[config.mk]
export PLATFORM = sky130hd
export DESIGN_NAME = vrased_reset_ctrl
export DESIGN_NICKNAME = d
export VERILOG_FILES = /design/src/rtl/vrased_reset_ctrl.sv
export SDC_FILE = /design/constraint.sdc
export NUM_CORES = 1
export LEC_CHECK = 0
export BUFFER_PORTS_ARGS = -buffer_cell sky130_fd_sc_hd__buf_2
export CORE_UTILIZATION = 50
export CTS_CLUSTER_SIZE = 25
export DETAILED_ROUTE_END_ITERATION = 6
export PLACE_DENSITY = 0.75
export SYNTH_ARGS = -nofsm -noshare
export SYNTH_HDL_FRONTEND = slang
export SYNTH_SLANG_ARGS = --single-unit
export TNS_END_PERCENT = 30
[constraint.sdc]
create_clock -name clk -period 4.8 [get_ports clk]
set_clock_uncertainty 0.05 [all_clocks]
set_input_delay 0.96 -clock clk [delete_from_list [all_inputs] [get_ports clk]]
set_output_delay 0.96 -clock clk [all_outputs]
set_load 0.05 [all_outputs]
[src/rtl/vrased_reset_ctrl.sv]
// -----------------------------------------------------------------------------
// vrased_reset_ctrl
//
// Reset sequencer and violation logger placed after the VRASED hardware
// monitor. It takes the six sub-monitor violation flags and turns any
// violation into a fixed-length system reset pulse. It then waits for the
// CPU to fetch from the reset handler before re-arming. For post-reset
// diagnostics it also records:
//   - the cause vector,
//   - the PC at which the violation was first seen,
//   - a saturating count of violation events.
//
// Parameters
//   HOLD_CYCLES    length of the sys_rst pulse in clk cycles (1..65535)
//   CNT_WIDTH      width of the violation event counter
//   RESET_HANDLER  PC value that marks re-entry into the reset handler
//
// Ports
//   clk        in   system clock, all state updates on the rising edge
//   reset      in   synchronous, active-high reset
//   pc         in   current CPU program counter
//   viol       in   violation flags: [0] X_stack, [1] AC, [2] atomicity,
//                   [3] dma_AC, [4] dma_detect, [5] dma_X_stack
//   log_clr    in   single-cycle pulse that clears the diagnostic log
//   sys_rst    out  registered system reset request (drives the MCU PUC)
//   cause      out  captured violation vector
//   cause_pc   out  PC sampled on the cycle the violation was first seen
//   viol_cnt   out  saturating number of violation events
//   log_valid  out  high whenever viol_cnt is non-zero
// -----------------------------------------------------------------------------
module vrased_reset_ctrl #(
  parameter int unsigned HOLD_CYCLES   = 16,
  parameter int unsigned CNT_WIDTH     = 8,
  parameter logic [15:0] RESET_HANDLER = 16'h0000
) (
  input  logic                 clk,
  input  logic                 reset,
  input  logic [15:0]          pc,
  input  logic [5:0]           viol,
  input  logic                 log_clr,
  output logic                 sys_rst,
  output logic [5:0]           cause,
  output logic [15:0]          cause_pc,
  output logic [CNT_WIDTH-1:0] viol_cnt,
  output logic                 log_valid
);

  typedef enum logic [1:0] {
    IDLE         = 2'd0,
    HOLD         = 2'd1,
    WAIT_HANDLER = 2'd2
  } state_t;

  // The hold counter is loaded with HOLD_CYCLES-1. Together with the entry
  // cycle, this gives exactly HOLD_CYCLES cycles of sys_rst.
  localparam logic [15:0] HOLD_RELOAD = 16'(HOLD_CYCLES - 1);

  state_t      state;
  logic [15:0] hold_cnt;

  logic any_viol;
  logic viol_event;
  logic in_hold;

  // Saturating increment of the event counter.
  function automatic logic [CNT_WIDTH-1:0] sat_inc(input logic [CNT_WIDTH-1:0] v);
    logic [CNT_WIDTH-1:0] r;
    if (&v) r = v;
    else    r = v + CNT_WIDTH'(1);
    return r;
  endfunction

  // A violation seen outside HOLD starts a new event. While in HOLD,
  // violations only widen the cause vector and may extend the pulse.
  always_comb begin
    any_viol   = |viol;
    in_hold    = (state == HOLD);
    viol_event = any_viol && !in_hold;
  end

  // ---- reset sequencer FSM --------------------------------------------------
  always_ff @(posedge clk) begin
    if (reset) begin
      state    <= IDLE;
      sys_rst  <= 1'b0;
      hold_cnt <= 16'd0;
    end else begin
      case (state)
        IDLE: begin
          if (any_viol) begin
            state    <= HOLD;
            sys_rst  <= 1'b1;
            hold_cnt <= HOLD_RELOAD;
          end
        end

        HOLD: begin
          if (hold_cnt != 16'd0) begin
            hold_cnt <= hold_cnt - 16'd1;
          end else if (any_viol) begin
            // A violation still present on the last cycle stretches the pulse.
            hold_cnt <= HOLD_RELOAD;
          end else begin
            state   <= WAIT_HANDLER;
            sys_rst <= 1'b0;
          end
        end

        WAIT_HANDLER: begin
          // A new violation outranks reaching the handler.
          if (any_viol) begin
            state    <= HOLD;
            sys_rst  <= 1'b1;
            hold_cnt <= HOLD_RELOAD;
          end else if (pc == RESET_HANDLER) begin
            state <= IDLE;
          end
        end

        default: begin
          state    <= IDLE;
          sys_rst  <= 1'b0;
          hold_cnt <= 16'd0;
        end
      endcase
    end
  end

  // ---- diagnostic log -------------------------------------------------------
  always_ff @(posedge clk) begin
    if (reset) begin
      cause    <= 6'd0;
      cause_pc <= 16'd0;
      viol_cnt <= '0;
    end else if (viol_event) begin
      // An event capture wins over a coincident log_clr.
      // The counter then restarts at 1.
      cause    <= viol;
      cause_pc <= pc;
      viol_cnt <= log_clr ? CNT_WIDTH'(1) : sat_inc(viol_cnt);
    end else if (log_clr) begin
      // Outside HOLD, viol is zero here, because anything else would be an
      // event. Within HOLD, the accumulating cause restarts from viol.
      cause    <= in_hold ? viol : 6'd0;
      cause_pc <= 16'd0;
      viol_cnt <= '0;
    end else if (in_hold) begin
      cause <= cause | viol;
    end
  end

  assign log_valid = |viol_cnt;

endmodule

==> results of run 1 <==
flip-flops by register name (all words and copies together), names as in the netlist:
register	cells
sys_rst	1
state	2
cause	6
viol_cnt	8
cause_pc	16
hold_cnt	16
routing by layer:
metal / global-route usage (%) / vias up / share of wire, %
met5: 0 / - / 0
met4: 8.932 / 0 / 0.88
met3: 5.278 / 4 / 4.5
met2: 37.74 / 58 / 48
met1: 29.77 / 1082 / 47
li1: - / 1188 / -
worst register-to-register path, delay by kind of cell, from the launching register on:
kind / cells / cell delay [ns]
AOI/OAI and AO/OA: 3 / 1.17
DFF: 1 / 0.62
and+or+nand+nor: 1 / 0.38
report_power, final:
| group | internal (mW) | total [mW] | switching, mW |
|---|---|---|---|
| registers | 0.446 | 0.501 | 0.0554 |
| logic | 0.104 | 0.279 | 0.174 |
| clock network | 0.103 | 0.237 | 0.134 |
| total | 0.653 | 1.02 | 0.363 |
through the flow:
| step | worst slack [ns] | area [um^2] | std cells | hold slack [ns] |
|---|---|---|---|---|
| after floorplan | 2.275 | 2451 | 286 | 0.3987 |
| after global placement | 1.932 | 2736 | 393 | 0.4017 |
| after detailed placement | 1.894 | 2736 | 393 | 0.4055 |
| after CTS | 2.225 | 2820 | 401 | 0.4182 |
| after global routing | 2.035 | 2820 | 401 | 0.4333 |
| final | 2.229 | 2820 | 401 | 0.4170 |
layout by cell type, fill, tap and decap left out, types with 2 or more instances in the layout:
master / count
a21oi_1: 31
o41ai_1: 2
and3_1: 4
o311ai_0: 2
nor4_1: 5
nor4_4: 3
a221oi_1: 2
a211oi_1: 2
a31oi_1: 16
ha_1: 4
nor3b_1: 3
o31ai_1: 4
nand3_1: 29
nor2b_1: 2
mux2i_1: 2
a21o_1: 2
o21ai_0: 4
and4_1: 2
nor3_1: 7
or4_1: 3
dfxtp_1: 49
clkbuf_1: 2
inv_1: 10
buf_2: 56
nand4_1: 7
nand2_1: 24
clkbuf_8: 5
nor2_1: 16
or3_1: 3
or2b_1: 2
area by class of cell:
type,instances,area (um^2)
inverters,10,37.54
clock buffers,7,76.32
well taps,67,83.83
repair buffers,57,287.8
fillers,444,1903
clock inverters,1,7.507
multi-input cells,210,1346
flip-flops and latches,49,980.9
worst max path at each step:
stage                start      endpoint  slack [ns]  depth (start not counted)
3_3_place_gp       viol[5]  hold_cnt[13]        1.93                          5
5_1_grt            viol[5]  hold_cnt[11]        2.03                          5
2_1_floorplan  viol_cnt[0]     log_valid        2.28                          4
6_report           viol[5]   viol_cnt[1]        2.23                          5
3_5_place_dp       viol[5]  hold_cnt[13]        1.89                          5
4_1_cts            viol[5]  hold_cnt[13]        2.22                          5
Yosys cell counts (3+ instances only):
cell type / instances / area (um^2)
ha_1: 4 / 50.05
nor4_4: 3 / 63.81
nand3_1: 29 / 145.1
inv_1: 10 / 37.54
clkbuf_1: 10 / 37.54
nor2_1: 16 / 60.06
nand2_1: 24 / 90.09
o31ai_1: 4 / 30.03
a31oi_1: 16 / 100.1
or4_1: 3 / 22.52
nor4_1: 5 / 31.28
nor3_1: 7 / 35.03
o21ai_0: 4 / 20.02
nand4_1: 7 / 43.79
a21oi_1: 32 / 160.2
buf_2: 3 / 15.01
dfxtp_1: 49 / 980.9
or3_1: 3 / 18.77
nor3b_1: 3 / 22.52
and3_1: 4 / 25.02
logic make-up after synthesis:
logic type,share of synthesized area [%]
compound gates,22.77
xor+xnor,0.3574
fa+ha+maj,2.042
buf+inv,5.207
flops,40.02
mux,0.8168
simple gates,28.79
==> out/summary.json, run 1 <==
{
  "syn-instance-count": 286,
  "worst_ir_drop_vdd_mv": 0.2067,
  "critical_path.n_buffers_inverters": 1,
  "nNetsFinal": 362,
  "unrepaired_setup_endpoints_after_global_routing": "no",
  "first_global_vias": 2123,
  "cts_root_buffer": "clkbuf_8",
  "detail_route.drc_violations": 0,
  "max_freq_ghz": 0.3890,
  "postCtsSetupRepairBufs": 0,
  "critical_path.max_fanout": 29,
  "routed_wirelength_um": 5579,
  "grt_pass1_wl_um": 9597,
  "postSynthAreaPerCell_um2": 8.570,
  "cap_viol_max_count": 0,
  "n_antenna_cell": 0,
  "firstDrtPassIters": 4,
  "chipHeight_um": 72.02,
  "worstReg2RegStart": "state[0]",
  "regToRegEndpoint": "viol_cnt[1]",
  "placementRows": 25,
  "worst-slew-pin-transition_ns": 1.049,
  "min_delay_path_depth": 2,
  "yosysUniqueCellTypes": 59,
  "critical_path_class": "input pin to register",
  "dr_total_vias": 2332,
  "synth-edff-count": 0,
  "final_setup_violation_count": 0,
  "vias_per_cell": 5.815,
  "antenna_found_initial": 0,
  "synth_warnings": 0,
  "floorplan.io_pins": 57,
  "rr_worst_depth": 4,
  "core_area_um2": 4723,
  "post-route-period-util_pct": 53.56,
  "final_max_slew_viol_count": 0,
  "critical_path.endpoint_type": "register",
  "wl_per_cell_um": 13.91,
  "cts_tree": "built",
  "clock_insertion_delay_worst_skew_ns": 0.30,
  "cts.path.max_buffers": 2,
  "seq_area_frac_synth_pct": 40.02,
  "first_iter_violations": 130,
  "grt_start_max_net_pins": 37,
  "minimum_period_implied_by_the_final_worst_setup_slack_ns": 2.571,
  "globalRouteOverflowTotal": 0,
  "cp_data_arrival_time_ns": 2.76,
  "r2r_setup_slack_ns": 2.53,
  "max_slew_margin_pct": 29.14,
  "timing.hold.worst.class": "register to register",
  "final.setup.tns_ns": 0,
  "worstSetupStartpointType": "input pin",
  "post_route_cells_drive_above_1_share_pct": 22.46,
  "ys.flop_type": "dfxtp_1",
  "numCtsBuffers": 5,
  "cts-resized-gates": 0,
  "cts_hold_repair.buffers": 0,
  "cpMaxStageDelayCell": "a21o_1",
  "leakage_power_nw": 1.115,
  "fraction_of_synthesis_flops_using_an_asynchronous_set_or_reset_pin_pct": 0,
  "worst_path_dominant_cell_family": "compound AO/OA/AOI/OAI gates",
  "area_growth_pct": 15.06,
  "hp-start": "cause_pc[15]",
  "synth_nets": 315,
  "finalWeightedCongestion": 0.8444,
  "detailedPlacementHpwl_um": 3971,
  "ant_nets": 0,
  "finalCoreUtilization_pct": 59.71,
  "floorplan.die.width_um": 72.02,
  "clkSinkCount": 49,
  "status": "completed",
  "number_of_i_o_port_buffers": 56,
  "total_power_mw": 1.017,
  "synth_area_um2": 2451,
  "yosys_register_bits": 49,
  "grt_use_total_pct": 23.10,
  "power_density_nw_per_um2": 360.5,
  "cts.reportedPaths.clkPinSlew_ns": 0.09,
  "cts-htree-levels": 2,
  "timing.critical_path.cells": "buf_2, nor4_4, a21o_1, o21ai_0, a21oi_1",
  "min_to": "cause_pc[15]",
  "die_area_um2": 5186,
  "data_required_time_of_the_worst_path_ns": 4.99,
  "max_stage_delay_ns": 0.79,
  "initial_utilization_pct": 51.89,
  "hold_violations": 0
}
Note: power is estimated with default switching activity, not from simulation.
==> run 2, diff against run 1 <==
==> constraint.sdc (replaced) <==
create_clock -name clk -period 2.5 [get_ports clk]
set_clock_uncertainty 0.05 [all_clocks]
set_input_delay 0.5 -clock clk [delete_from_list [all_inputs] [get_ports clk]]
set_output_delay 0.5 -clock clk [all_outputs]
set_load 0.05 [all_outputs]
==> run 2 against run 1 <==
- worst hold slack worse by 0.055 ns
- sequential power up 92%
- critical path depth unchanged
- first-iteration DRC count up 31%
- clock power up 120%
- sequential cell count unchanged
- combinational power up 97%
- power up 100%
- via count up 2.4%
- die area unchanged
- sequential share of layout area down 0.62 points
- largest cell class unchanged
==> out/summary.json, run 2 (same netlist as run 1, synthesis figures left out) <==
{
  "cts-resized-gates": {"value": 0, "change": "unchanged"},
  "cts_hold_repair.buffers": {"value": 0, "change": "unchanged"},
  "critical_path.endpoint_type": {"value": "output pin", "change": "was register"},
  "fin_hold_ws": {"value": 0.3620, "unit": "ns", "change": "was 0.4170 ns"},
  "n_antenna_cell": {"value": 0, "change": "unchanged"},
  "area_growth": {"value": 17.15, "unit": "%", "change": "was 15.06%"},
  "final_setup_violation_count": {"value": 0, "change": "unchanged"},
  "final.setup.tns": {"value": 0, "unit": "ns", "change": "unchanged"},
  "cts_tree": {"value": "built", "change": "unchanged"},
  "num-fill-cells": {"value": 408, "change": "was 444"},
  "worstSetupStartpointType": {"value": "register", "change": "was input pin"},
  "total_power": {"value": 2.029, "unit": "mW", "change": "was 1.017 mW"},
  "max_freq_ghz": 0.4947,
  "first_iter_violations": {"value": 170, "change": "was 130"},
  "reg_top3": {"value": "cause_pc: 16 flops, hold_cnt: 16 flops, viol_cnt: 8 flops", "change": "unchanged"},
  "data_required_time_of_the_worst_path": {"value": 1.95, "unit": "ns", "change": "was 4.99 ns"},
  "post_dp_area": {"value": 2774, "unit": "um^2", "change": "was 2736 um^2"},
  "postCtsSetupRepairBufs": {"value": 0, "change": "unchanged"},
  "core_area": {"value": 4723, "unit": "um^2", "change": "unchanged"},
  "cts-htree-levels": {"value": 2, "change": "unchanged"},
  "grt_pass1_wl": {"value": 9508, "unit": "um", "change": "was 9597 um"},
  "clock_insertion_delay_worst_skew": {"value": 0.32, "unit": "ns", "change": "was 0.30 ns"},
  "firstDrtPassIters": {"value": 5, "change": "was 4"},
  "numCtsBuffers": {"value": 5, "change": "unchanged"},
  "max_slew_margin": {"value": 47.03, "unit": "%", "change": "was 29.14%"},
  "cts.path.max_buffers": {"value": 2, "change": "unchanged"},
  "nNetsFinal": {"value": 367, "change": "was 362"},
  "fin_cells": {"value": 406, "change": "was 401"},
  "dr_total_vias": {"value": 2388, "change": "was 2332"},
  "clkSinkCount": {"value": 49, "change": "unchanged"},
  "ant_nets": {"value": 0, "change": "unchanged"},
  "number_of_i_o_port_buffers": {"value": 56, "change": "unchanged"},
  "die_area": {"value": 5186, "unit": "um^2", "change": "unchanged"},
  "regArea": {"value": 980.9, "unit": "um^2", "change": "unchanged"},
  "worst-slew-pin-transition": {"value": 0.7946, "unit": "ns", "change": "was 1.049 ns"},
  "worst_ir_drop_vdd": {"value": 0.3623, "unit": "mV", "change": "was 0.2067 mV"},
  "finalInstanceArea": {"value": 2872, "unit": "um^2", "change": "was 2820 um^2"},
  "vias_per_cell": {"value": 5.882, "change": "was 5.815"},
  "multiInputGateArea": {"value": 1346, "unit": "um^2", "change": "unchanged"},
  "leakage_power": {"value": 1.152, "unit": "nW", "change": "was 1.115 nW"},
  "critical_path.max_fanout": {"value": 5, "change": "was 29"},
  "layout.cells.most_common": {"value": "buf_2", "change": "unchanged"},
  "power_density": {"value": 706.5, "unit": "nW/um^2", "change": "was 360.5 nW/um^2"},
  "detail_route.drc_violations": {"value": 0, "change": "unchanged"},
  "cp_data_arrival_time": {"value": 1.47, "unit": "ns", "change": "was 2.76 ns"},
  "cts_root_buffer": {"value": "clkbuf_8", "change": "unchanged"},
  "mostFrequentLayoutCells": {"value": "buf_2 (56), dfxtp_1 (49), a21oi_1 (31)", "change": "unchanged"},
  "placementRows": {"value": 25, "change": "unchanged"},
  "dp_cells": {"value": 398, "change": "was 393"},
  "post-route-period-util_pct": 80.86,
  "post_route_cells_drive_above_1_share": {"value": 24.19, "unit": "%", "change": "was 22.46%"},
  "floorplan.io_pins": {"value": 57, "change": "unchanged"},
  "minimum_period_implied_by_the_final_worst_setup_slack_ns": 2.022,
  "critical_path_class": {"value": "register to output pin", "change": "was input pin to register"},
  "hold_violations": {"value": 0, "change": "unchanged"},
  "cap_viol_max_count": {"value": 0, "change": "unchanged"},
  "finalCoreUtilization": {"value": 60.79, "unit": "%", "change": "was 59.71%"},
  "initial_utilization": {"value": 51.89, "unit": "%", "change": "unchanged"},
  "first_global_vias": {"value": 2064, "change": "was 2123"},
  "finalWeightedCongestion": {"value": 0.8508, "change": "was 0.8444"},
  "unrepaired_setup_endpoints_after_global_routing": {"value": "no", "change": "unchanged"},
  "least_setup_slack_across_all_paths_after_layout": {"value": 0.4784, "unit": "ns", "change": "was 2.229 ns"},
  "grt_start_max_net_pins": {"value": 36, "change": "was 37"},
  "routed_wirelength": {"value": 5769, "unit": "um", "change": "was 5579 um"},
  "antenna_found_initial": {"value": 0, "change": "unchanged"},
  "post-place-ws": {"value": 0.4111, "unit": "ns", "change": "was 1.894 ns"},
  "floorplan.die.width": {"value": 72.02, "unit": "um", "change": "unchanged"},
  "detailedPlacementHpwl": {"value": 4029, "unit": "um", "change": "was 3971 um"},
  "timing.hold.worst.class": {"value": "input pin to register", "change": "was register to register"},
  "chipHeight": {"value": 72.02, "unit": "um", "change": "unchanged"},
  "final_max_slew_viol_count": {"value": 0, "change": "unchanged"},
  "cts.reportedPaths.clkPinSlew": {"value": 0.11, "unit": "ns", "change": "was 0.09 ns"},
  "wl_per_cell": {"value": 14.21, "unit": "um", "change": "was 13.91 um"},
  "grt_use_total": {"value": 22.90, "unit": "%", "change": "was 23.10%"},
  "globalRouteOverflowTotal": {"value": 0, "change": "unchanged"},
  "status": {"value": "completed", "change": "unchanged"}
}
## run 2: worst paths after layout
kind / from / end / slack (ns) / depth (start not counted)
hold / removal: pc[12] / cause_pc[12] / 0.36 / 3
setup / recovery: viol_cnt[0] / log_valid / 0.48 / 5
setup reg to reg: hold_cnt[0] / hold_cnt[4] / 0.53 / 6
hold reg to reg: cause_pc[13] / cause_pc[13] / 0.43 / 2
## run 2: worst max-delay path, cell delays in order, from the launching register on
cell     delay, ns
dfxtp_1       0.41
inv_1         0.10
ha_1          0.20
nor4b_1       0.14
nand2_1       0.06
buf_2         0.25
## run 2: cell type report
| type | count | area share (%) |
|---|---|---|
| Clock buffer | 5 | 2.397 |
| Tap cell | 67 | 2.919 |
| Multi-Input combinational cell | 210 | 46.88 |
| Clock inverter | 3 | 1.002 |
| Timing Repair Buffer | 62 | 11.33 |
| Sequential cell | 49 | 34.16 |
| Inverter | 10 | 1.307 |
## run 2: routing by layer
layer  GRT usage (%)  wire [um]  up-vias
met1           31.83       2819     1115
met4           7.625         68        0
met5               0          0        -
li1                -          -     1199
met2           34.80       2529       67
met3           5.694        352        7
## run 2: report_power, final
| group | leakage [nW] | switching [mW] | internal (mW) |
|---|---|---|---|
| logic | 0.698 | 0.345 | 0.207 |
| registers | 0.403 | 0.108 | 0.856 |
| clock network | 0.0506 | 0.303 | 0.210 |
==> run 3, diff against run 2 <==
--- a/config.mk
+++ b/config.mk
@@ -6,7 +6,7 @@
 export NUM_CORES = 1
 export LEC_CHECK = 0
 export BUFFER_PORTS_ARGS = -buffer_cell sky130_fd_sc_hd__buf_2
-export CORE_UTILIZATION = 50
+export CORE_UTILIZATION = 48
 export CTS_CLUSTER_SIZE = 25
 export DETAILED_ROUTE_END_ITERATION = 6
 export PLACE_DENSITY = 0.75
==> constraint.sdc (replaced) <==
create_clock -name clk -period 1.65 [get_ports clk]
set_clock_uncertainty 0.05 [all_clocks]
set_input_delay 0.33 -clock clk [delete_from_list [all_inputs] [get_ports clk]]
set_output_delay 0.33 -clock clk [all_outputs]
set_load 0.05 [all_outputs]
==> run 3 against run 2 <==
- the run now ends with negative setup slack left
- global-route usage increased by 4.2 points
- first-iteration DRC count increased by 47%
- combinational power increased to 2.7 times the previous value
- register-to-register slack worse by 0.64 ns
- sequential share of layout area is 6.3 points lower
- die area grew 4.1%
- non-clock buffer count grew 57
- critical endpoint is now hold_cnt[4]
==> out/summary.json, run 3 (same netlist as run 1, synthesis figures left out) <==
{
  "status": {"value": "finished with violations", "change": "was completed"},
  "failing_checks": "negative setup slack",
  "cts_root_buffer": {"value": "clkbuf_8", "change": "unchanged"},
  "dr_total_vias": {"value": 2758, "change": "was 2388"},
  "leakage_power": {"value": 1.496, "unit": "nW", "change": "was 1.152 nW"},
  "area_growth": {"value": 46.50, "unit": "%", "change": "was 17.15%"},
  "fin_hold_ws": {"value": 0.1991, "unit": "ns", "change": "was 0.3620 ns"},
  "initial_utilization": {"value": 50.88, "unit": "%", "change": "was 51.89%"},
  "mostFrequentLayoutCells": {"value": "buf_4 (59), buf_2 (55), dfxtp_1 (37)", "change": "was buf_2 (56), dfxtp_1 (49), a21oi_1 (31)"},
  "numCtsBuffers": {"value": 5, "change": "unchanged"},
  "vias_per_cell": {"value": 5.957, "change": "was 5.882"},
  "minimum_period_implied_by_the_final_worst_setup_slack_ns": 1.760,
  "critical_path.max_fanout": {"value": 6, "change": "was 5"},
  "floorplan.die.width": {"value": 73.46, "unit": "um", "change": "was 72.02 um"},
  "unrepaired_setup_endpoints_after_global_routing": {"value": "yes", "change": "was no"},
  "hold_violations": {"value": 0, "change": "unchanged"},
  "reg_top3": {"value": "cause_pc: 16 flops, hold_cnt: 16 flops, viol_cnt: 8 flops", "change": "unchanged"},
  "clock_insertion_delay_worst_skew": {"value": 0.31, "unit": "ns", "change": "was 0.32 ns"},
  "fin_cells": {"value": 463, "change": "was 406"},
  "final_max_slew_viol_count": {"value": 0, "change": "unchanged"},
  "dp_cells": {"value": 446, "change": "was 398"},
  "final_setup_violation_count": {"value": 9, "change": "was 0"},
  "num-fill-cells": {"value": 354, "change": "was 408"},
  "post-place-ws": {"value": -0.1390, "unit": "ns", "change": "was 0.4111 ns"},
  "detail_route.drc_violations": {"value": 0, "change": "unchanged"},
  "detailedPlacementHpwl": {"value": 4879, "unit": "um", "change": "was 4029 um"},
  "grt_start_max_net_pins": {"value": 36, "change": "unchanged"},
  "layout.cells.most_common": {"value": "buf_4", "change": "was buf_2"},
  "routed_wirelength": {"value": 7737, "unit": "um", "change": "was 5769 um"},
  "critical_path.endpoint_type": {"value": "register", "change": "was output pin"},
  "grt_pass1_wl": {"value": 11300, "unit": "um", "change": "was 9508 um"},
  "finalWeightedCongestion": {"value": 0.8673, "change": "was 0.8508"},
  "timing.hold.worst.class": {"value": "input pin to register", "change": "unchanged"},
  "least_setup_slack_across_all_paths_after_layout": {"value": -0.1104, "unit": "ns", "change": "was 0.4784 ns"},
  "cts_hold_repair.buffers": {"value": 0, "change": "unchanged"},
  "max_freq_ghz": 0.5681,
  "cts_tree": {"value": "built", "change": "unchanged"},
  "final.setup.tns": {"value": -0.4835, "unit": "ns", "change": "was 0 ns"},
  "placementRows": {"value": 25, "change": "unchanged"},
  "nNetsFinal": {"value": 424, "change": "was 367"},
  "wl_per_cell": {"value": 16.71, "unit": "um", "change": "was 14.21 um"},
  "power_density": {"value": 1082, "unit": "nW/um^2", "change": "was 706.5 nW/um^2"},
  "rr_worst_depth": {"value": 5, "change": "was 6"},
  "cts.path.max_buffers": {"value": 2, "change": "unchanged"},
  "data_required_time_of_the_worst_path": {"value": 1.83, "unit": "ns", "change": "was 1.95 ns"},
  "globalRouteOverflowTotal": {"value": 0, "change": "unchanged"},
  "worst-slew-pin-transition": {"value": 0.4752, "unit": "ns", "change": "was 0.7946 ns"},
  "grt_use_total": {"value": 27.09, "unit": "%", "change": "was 22.90%"},
  "cts-htree-levels": {"value": 2, "change": "unchanged"},
  "cap_viol_max_count": {"value": 0, "change": "unchanged"},
  "floorplan.io_pins": {"value": 57, "change": "unchanged"},
  "first_global_vias": {"value": 2422, "change": "was 2064"},
  "die_area": {"value": 5396, "unit": "um^2", "change": "was 5186 um^2"},
  "ant_nets": {"value": 0, "change": "unchanged"},
  "cts.reportedPaths.clkPinSlew": {"value": 0.10, "unit": "ns", "change": "was 0.11 ns"},
  "max_slew_margin": {"value": 67.92, "unit": "%", "change": "was 47.03%"},
  "antenna_found_initial": {"value": 0, "change": "unchanged"},
  "post_route_cells_drive_above_1_share": {"value": 45.20, "unit": "%", "change": "was 24.19%"},
  "first_iter_violations": {"value": 250, "change": "was 170"},
  "n_antenna_cell": {"value": 0, "change": "unchanged"},
  "min_delay_path_depth": {"value": 3, "change": "unchanged"},
  "clkSinkCount": {"value": 49, "change": "unchanged"},
  "post-route-period-util_pct": 106.7,
  "worstSetupStartpointType": {"value": "register", "change": "unchanged"},
  "critical_path_class": {"value": "register to register", "change": "was register to output pin"},
  "chipHeight": {"value": 73.46, "unit": "um", "change": "was 72.02 um"},
  "worst_ir_drop_vdd": {"value": 0.5564, "unit": "mV", "change": "was 0.3623 mV"},
  "core_area": {"value": 4817, "unit": "um^2", "change": "was 4723 um^2"},
  "firstDrtPassIters": {"value": 5, "change": "unchanged"},
  "cp_data_arrival_time": {"value": 1.94, "unit": "ns", "change": "was 1.47 ns"},
  "number_of_i_o_port_buffers": {"value": 56, "change": "unchanged"},
  "total_power": {"value": 3.884, "unit": "mW", "change": "was 2.029 mW"}
}
run 3: cell count changes in the layout (fill, tap and decap cells not counted), sizes merged:
cell / previous run / this run
clkbuf: 5 / 6
buf: 62 / 119
bufinv: 0 / 1
inv: 12 / 10
run 3: timing repair:
action / in CTS / in global routing
setup endpoints to repair: 18 / 22
resized for setup: 23 / 21
pin swaps: 11 / 7
setup buffers: 8 / 2
run 3: path summary, 6_finish.rpt:
check	start	endpoint	slack (ns)
hold / removal	viol[3]	cause[3]	0.20
setup / recovery	state[1]	hold_cnt[4]	-0.11
hold reg to reg	cause_pc[13]	cause_pc[13]	0.42
setup reg to reg	state[1]	hold_cnt[4]	-0.11
run 3: layout make-up:
type	count	area, um^2	area share (%)
sequential	49	1001	27.87
inverter	10	40.04	1.115
clock buffer	6	93.84	2.613
timing repair buffer	119	783.3	21.81
clock inverter	2	35.03	0.9756
tap	67	83.83	2.334
multi-input combinational	210	1554	43.28
run 3: routing by layer:
layer  global-route usage, %  share of wire (%)  vias up
met3                   6.036                5.0       13
met2                   41.49                 50      105
met5                       0                  0        -
met1                   37.19                 43     1333
met4                   10.04                1.4        0
li1                        -                  -     1307
run 3: power breakdown:
group | switching, mW | total [mW] | leakage, nW | internal [mW]
logic | 0.812 | 1.48 | 1.02 | 0.671
registers | 0.129 | 1.43 | 0.408 | 1.30
clock network | 0.432 | 0.974 | 0.0663 | 0.542
run 3: worst max-delay path, cell delays in order, from the launching register on:
cell     delay, ns
dfxtp_2       0.34
or3b_4        0.41
a41oi_4       0.30
buf_6         0.18
or2b_1        0.23
a31oi_1       0.17
run 3: through the flow:
stage,utilization [%],instance area [um^2]
finish,74.55,3591
global placement,66.31,3194
global route,74.55,3591
floorplan,-,2502
CTS,71.66,3452
detailed placement,66.31,3194
